`src/rtl/apb_reg_slave.sv`:
```
// rtl/apb_reg_slave.sv - APB register slave: read-only ID word, R/W register bank, wait states, error response.
// Optional per-byte write strobes are enabled by defining APB_REG_SLAVE_PSTRB_EN.
module apb_reg_slave #(
  parameter int          NUM_REGS    = 8,
  parameter int          WAIT_STATES = 0,
  parameter logic [31:0] ID_VALUE    = 32'hA5F7_0006
) (
  input  logic                     clk,
  input  logic                     rst,
  input  logic                     psel,
  input  logic                     PENABLE,
  input  logic                     PWRITE,
  input  logic [31:0]              PADDR,
  input  logic [31:0]              PWDATA,
`ifdef APB_REG_SLAVE_PSTRB_EN
  input  logic [3:0]               PSTRB,
`endif
  output logic [31:0]              PRDATA,
  output logic                     PREADY,
  output logic                     PSLVERR,
  output logic [32*NUM_REGS-1:0]   regs_out,
  output logic [NUM_REGS-1:0]      wr_pulse,
  output logic                     proto_err,
  input  logic                     proto_err_clr
);

  typedef enum logic {IDLE, ACCESS} state_t;

  state_t      state, state_nxt;
  logic [3:0]  cnt;
  logic [7:0]  lat_idx;
  logic        lat_write;
  logic [31:0] lat_wdata;
  logic        lat_err;
  logic [3:0]  lat_strb;
  logic [31:0] regs [1:NUM_REGS-1];

  logic        do_setup, do_commit, do_abort, do_lone, do_dec;
  logic [7:0]  in_idx;
  logic        in_err;
  logic [3:0]  in_strb;
  logic [31:0] rd_word;

  wire unused_paddr = ^{PADDR[31:10], PADDR[1:0]};

  assign in_idx = PADDR[9:2];

`ifdef APB_REG_SLAVE_PSTRB_EN
  assign in_strb = PSTRB;
  assign in_err  = ({1'b0, in_idx} >= 9'(NUM_REGS)) || (PWRITE && in_idx == 8'd0) ||
                   (!PWRITE && PSTRB != 4'd0);
`else
  assign in_strb = 4'hF;
  assign in_err  = ({1'b0, in_idx} >= 9'(NUM_REGS)) || (PWRITE && in_idx == 8'd0);
`endif

  always_comb begin
    rd_word = (in_idx == 8'd0) ? ID_VALUE : 32'd0;
    for (int i = 1; i < NUM_REGS; i++) begin
      if (in_idx == 8'(i)) rd_word = regs[i];
    end
  end

  always_ff @(posedge clk) begin
    if (rst) state <= IDLE;
    else     state <= state_nxt;
  end

  always_comb begin
    state_nxt = state;
    do_setup  = 1'b0;
    do_commit = 1'b0;
    do_abort  = 1'b0;
    do_lone   = 1'b0;
    do_dec    = 1'b0;
    case (state)
      IDLE: begin
        if (psel && !PENABLE) begin
          do_setup  = 1'b1;
          state_nxt = ACCESS;
        end else if (psel && PENABLE) begin
          do_lone = 1'b1;
        end
      end
      ACCESS: begin
        if (psel && PENABLE) begin
          if (cnt == 4'd0) begin
            do_commit = 1'b1;
            state_nxt = IDLE;
          end else begin
            do_dec = 1'b1;
          end
        end else begin
          // An aborted access never doubles as a fresh setup phase.
          do_abort  = 1'b1;
          state_nxt = IDLE;
        end
      end
      default: state_nxt = IDLE;
    endcase
  end

  assign PREADY  = (state == ACCESS) && (cnt == 4'd0);
  assign PSLVERR = lat_err && PREADY;

  always_ff @(posedge clk) begin
    if (rst) begin
      cnt       <= 4'd0;
      lat_idx   <= 8'd0;
      lat_write <= 1'b0;
      lat_wdata <= 32'd0;
      lat_err   <= 1'b0;
      lat_strb  <= 4'd0;
      PRDATA    <= 32'd0;
    end else if (do_setup) begin
      cnt       <= 4'(WAIT_STATES);
      lat_idx   <= in_idx;
      lat_write <= PWRITE;
      lat_wdata <= PWDATA;
      lat_err   <= in_err;
      lat_strb  <= in_strb;
      if (!PWRITE) PRDATA <= in_err ? 32'd0 : rd_word;
    end else if (do_dec) begin
      cnt <= cnt - 4'd1;
    end
  end

  always_ff @(posedge clk) begin
    if (rst) begin
      wr_pulse <= '0;
      for (int i = 1; i < NUM_REGS; i++) regs[i] <= 32'd0;
    end else begin
      wr_pulse <= '0;
      for (int i = 1; i < NUM_REGS; i++) begin
        if (do_commit && lat_write && !lat_err && lat_idx == 8'(i)) begin
          wr_pulse[i] <= 1'b1;
          for (int b = 0; b < 4; b++) begin
            if (lat_strb[b]) regs[i][8*b +: 8] <= lat_wdata[8*b +: 8];
          end
        end
      end
    end
  end

  always_ff @(posedge clk) begin
    if (rst)                      proto_err <= 1'b0;
    else if (do_lone || do_abort) proto_err <= 1'b1;
    else if (proto_err_clr)       proto_err <= 1'b0;
  end

  always_comb begin
    regs_out[31:0] = ID_VALUE;
    for (int i = 1; i < NUM_REGS; i++) regs_out[32*i +: 32] = regs[i];
  end

endmodule

```
`config.mk`:
```
export PLATFORM = sky130hd
export DESIGN_NAME = apb_reg_slave
export DESIGN_NICKNAME = d
export VERILOG_FILES = /design/src/rtl/apb_reg_slave.sv
export SDC_FILE = /design/constraint.sdc
export NUM_CORES = 1
export LEC_CHECK = 0
export BUFFER_PORTS_ARGS = -buffer_cell sky130_fd_sc_hd__buf_2
export CORE_UTILIZATION = 23
export DETAILED_ROUTE_END_ITERATION = 6
export PLACE_DENSITY = 0.44
export SYNTH_ARGS = -nofsm -noshare
export SYNTH_HDL_FRONTEND = slang
export SYNTH_SLANG_ARGS = --single-unit
```
`constraint.sdc`:
```
create_clock -name clk -period 3.16 [get_ports clk]
set_clock_uncertainty 0.2 [all_clocks]
set_input_delay 0.316 -clock clk [delete_from_list [all_inputs] [get_ports clk]]
set_output_delay 0.316 -clock clk [all_outputs]
set_load 0.02 [all_outputs]
```
==> results.md <==
* Status: completed
* CTS tree: built
* Initial Util at 0.234
* Worst reg2reg startpoint: cnt[0]$_SDFFE_PP0P_
* Post-layout minimum cycle time at 2760 ps
* Synth Area in Simple Gates at 0.156
* Post-synthesis register bit count at 312
* Worst-Margin Slew at 705 ps
* VDD IR max at 0.337 mV
* Crit path launch type: flop
* Final GP Congestion at 0.786
* WL per Instance at 23.5 um
* Core Footprint at 56600 um^2
* Fin Setup TNS at 0 ps
* Power per cell area at 555 nW/um^2
* Switching portion of total power at 0.249
* Post-route DRC at 0
* Commonest non-fill, non-tap cells in the layout: 308 x buf_2, 226 x nor2_1, 224 x edfxtp_1, 146 x nand2_1, 88 x dfxtp_1
* Fraction of layout cells with a size suffix above 1 at 0.297
* Clk_lat worst skew at 540 ps
* Number of global-route vias before repair at 10700
* Clock Sinks at 312
* Total gr overflow at 0
* Complex-gate fraction of the synthesized area at 0.123
* I/O pins at 369
* Clock power frac at 0.434
* Post-Route WL at 54700 um
* Final HPWL from detailed placement at 36600 um
* PortBufs at 311
* Synthesized area at 13200 um^2
* First-pass DRT Iterations at 5
* Syn-to-layout area delta at 31.2%
* Combinational fraction of design power at 0.088
* Internal Power at 7.23 mW
* CTS Buf Count at 37
* CTS clk-pin slew, worst paths at 60 ps
* Critical Path RT at 3130 ps
* Antenna Cells at 0
* Pin count of the biggest net entering global routing at 42
* Worst Hold Path EP: lat_idx[2]$_SDFFE_PP0P_
* Pwr Total at 9.63 mW
* Initial antenna violation count at 3
* R2r worst-path depth at 6
* Commonest non-fill, non-tap cell in the layout: buf_2
* Avg Synthesized Cell Area at 11.1 um^2
* Slew headroom at 0.530
* Crit end category: flop
* R2R Setup Slk at 400 ps
* Yosys cell types at 52
* FP Rows at 87
* Crit-path cells: inv_1 -> ha_1 -> and4bb_2 -> and4_1 -> a41o_2 -> buf_4
* First-pass GRT wire length at 76900 um
* RSZ-0062 raised after global routing: false
* Antenna Nets Post-Route at 0
* Final nets at 1614
* FILL cells at 5901
* Ys Warns at 0
* Final setup violation count at 0
* Critical Path Max Stage Delay at 580 ps
* Overall global routing resource usage at 0.181
* Min-delay src: PADDR[4]
* Final Cell Area at 17400 um^2
* Syn Inst Count at 1196
* CP max FO at 20
* Synth Area in XOR/XNOR at 0.00265
* H-tree depth at 2
* Kind of critical path: reg2reg
* Area after DPL at 15800 um^2
* DR vias at 10800
* Min-Delay Path Class: in2reg
* Clock Path Buffers at 3
* Register share of total power at 0.478
* Die W at 242 um
* Fmax at 0.362 GHz
* Slowest CP cell: and4_1
* Adder-cell share of the synthesized area at 0.00189
* Multi-input logic area at 4280 um^2
* Crit path DAT at 2730 ps
* Seq/Total Area, Yosys at 0.642
* Worst R2R End: regs[2][56]$_SDFFCE_PN0P_
* NetSw at 2.39 mW
* Hold path depth at 4
* Root buf cell: clkbuf_16
* Final number of hold-violating endpoints at 0
* Ys flop type: edfxtp_1
* Slew Limit Fails at 0
* Post-DR vias/cell at 4.65
* Post-synth EDFFs at 224
* Leak Pwr at 6.60 nW
* Largest family of logic cells by synthesized area: simple AND/OR/NAND/NOR gates
* Post-synthesis mux area share at 0.0237
* Seq. cell area at 8490 um^2
* 1st-iter DRT viols at 739
* Die ar. at 58400 um^2
* Post_cts resized at 0
* FFs w/ async S/R, synth at 0
* Crit share post-route at 0.874
* Max_cap viols at 0
* Die H at 242 um
[metrics by stage]
| stage | setup slack [ps] | hold slack, ps | util | instances |
|---|---|---|---|---|
| global placement | 431 | 245 | 0.279 | 2220 |
| CTS | 378 | 21.7 | 0.307 | 2327 |
| detailed placement | 404 | 245 | 0.279 | 2220 |
| floorplan | 352 | 233 | - | 1227 |
| global route | 274 | 49.0 | 0.307 | 2327 |
| finish | 398 | 73.8 | 0.307 | 2327 |
[worst max-delay path: cells and delay by family (launching register included)]
kind,cells,cell delay (ps)
simple gates,2,850
buf+inv,2,550
flops,1,330
compound gates,1,290
fa+ha+maj,1,160
[per-layer routing]
metal  global-route usage  wire length, um  vias up
li1                     -                -     4910
met1                0.247            24300     5367
met2                0.291            25100      461
met3               0.0366             3990       83
met4               0.0501             1250        4
met5                    0               31        -
[logic make-up (layout without fill, tap and decap cells)]
family / after synthesis / count (layout)
AND/OR/NAND/NOR: 478 / 478
flip-flops: 312 / 312
AO/OA/AOI/OAI: 236 / 236
buffers and inverters: 134 / 478
multiplexers: 28 / 28
XOR/XNOR: 4 / 4
adder cells (fa/ha/maj): 2 / 2
other: 2 / 33
[power groups by stage]
| stage | clock, mW | sequential [mW] | combinational (mW) |
|---|---|---|---|
| after floorplan | 0 | 4.78 | 0.346 |
| after global placement | 0 | 4.69 | 0.809 |
| after detailed placement | 0 | 4.69 | 0.815 |
| after CTS | 4.29 | 4.60 | 0.855 |
| after global routing | 4.42 | 4.62 | 0.899 |
| final | 4.18 | 4.60 | 0.846 |
[worst max path at each step]
| stage | from | endpoint | slack, ps | depth (start not counted) |
|---|---|---|---|---|
| after floorplan | cnt[0]$_SDFFE_PP0P_ | regs[0][32]$_SDFFCE_PN0P_ | 350 | 6 |
| after global placement | cnt[0]$_SDFFE_PP0P_ | regs[3][9]$_SDFFCE_PN0P_ | 430 | 7 |
| after detailed placement | cnt[0]$_SDFFE_PP0P_ | regs[3][9]$_SDFFCE_PN0P_ | 400 | 7 |
| after CTS | cnt[0]$_SDFFE_PP0P_ | regs[3][15]$_SDFFCE_PN0P_ | 380 | 7 |
| after global routing | cnt[0]$_SDFFE_PP0P_ | regs[3][15]$_SDFFCE_PN0P_ | 270 | 7 |
| final | cnt[0]$_SDFFE_PP0P_ | regs[2][56]$_SDFFCE_PN0P_ | 400 | 6 |
[state kept, by name (all words and copies together), names as in the netlist, 4 cells and up]
signal	count
PRDATA	32
cnt	4
lat_idx	8
lat_wdata	32
regs	224
wr_pulse	7
[cell type report]
type / instances / share of cell area
multi-input cells: 781 / 0.247
repair buffers: 406 / 0.141
inverters: 4 / 0.000865
flip-flops and latches: 312 / 0.489
well taps: 756 / 0.0545
clock inverters: 7 / 0.00353
clock buffers: 61 / 0.0639
[cells in the mapped netlist, drive strengths merged (6+ instances only)]
cell type / count / area (um^2)
a21o: 14 / 105
edfxtp: 224 / 6730
clkbuf: 88 / 332
dfxtp: 88 / 1760
nor2: 229 / 860
mux2: 26 / 293
o21ai: 32 / 160
nor3: 22 / 110
nand2: 146 / 548
o32ai: 12 / 105
o32a: 13 / 130
a21oi: 54 / 270
buf: 42 / 315
and2: 33 / 206
a32o: 13 / 130
nor2b: 15 / 93.8
a22oi: 6 / 45.0
o2bb2ai: 19 / 166
o22ai: 44 / 275
o22a: 6 / 52.6
a211oi: 12 / 90.1
[what timing repair did]
item	in CTS	in global routing
setup endpoints to repair	0	0
hold buffers	39	0
setup buffers	0	0
hold endpoints to repair	39	0
Power figures use the tool's default switching activity.
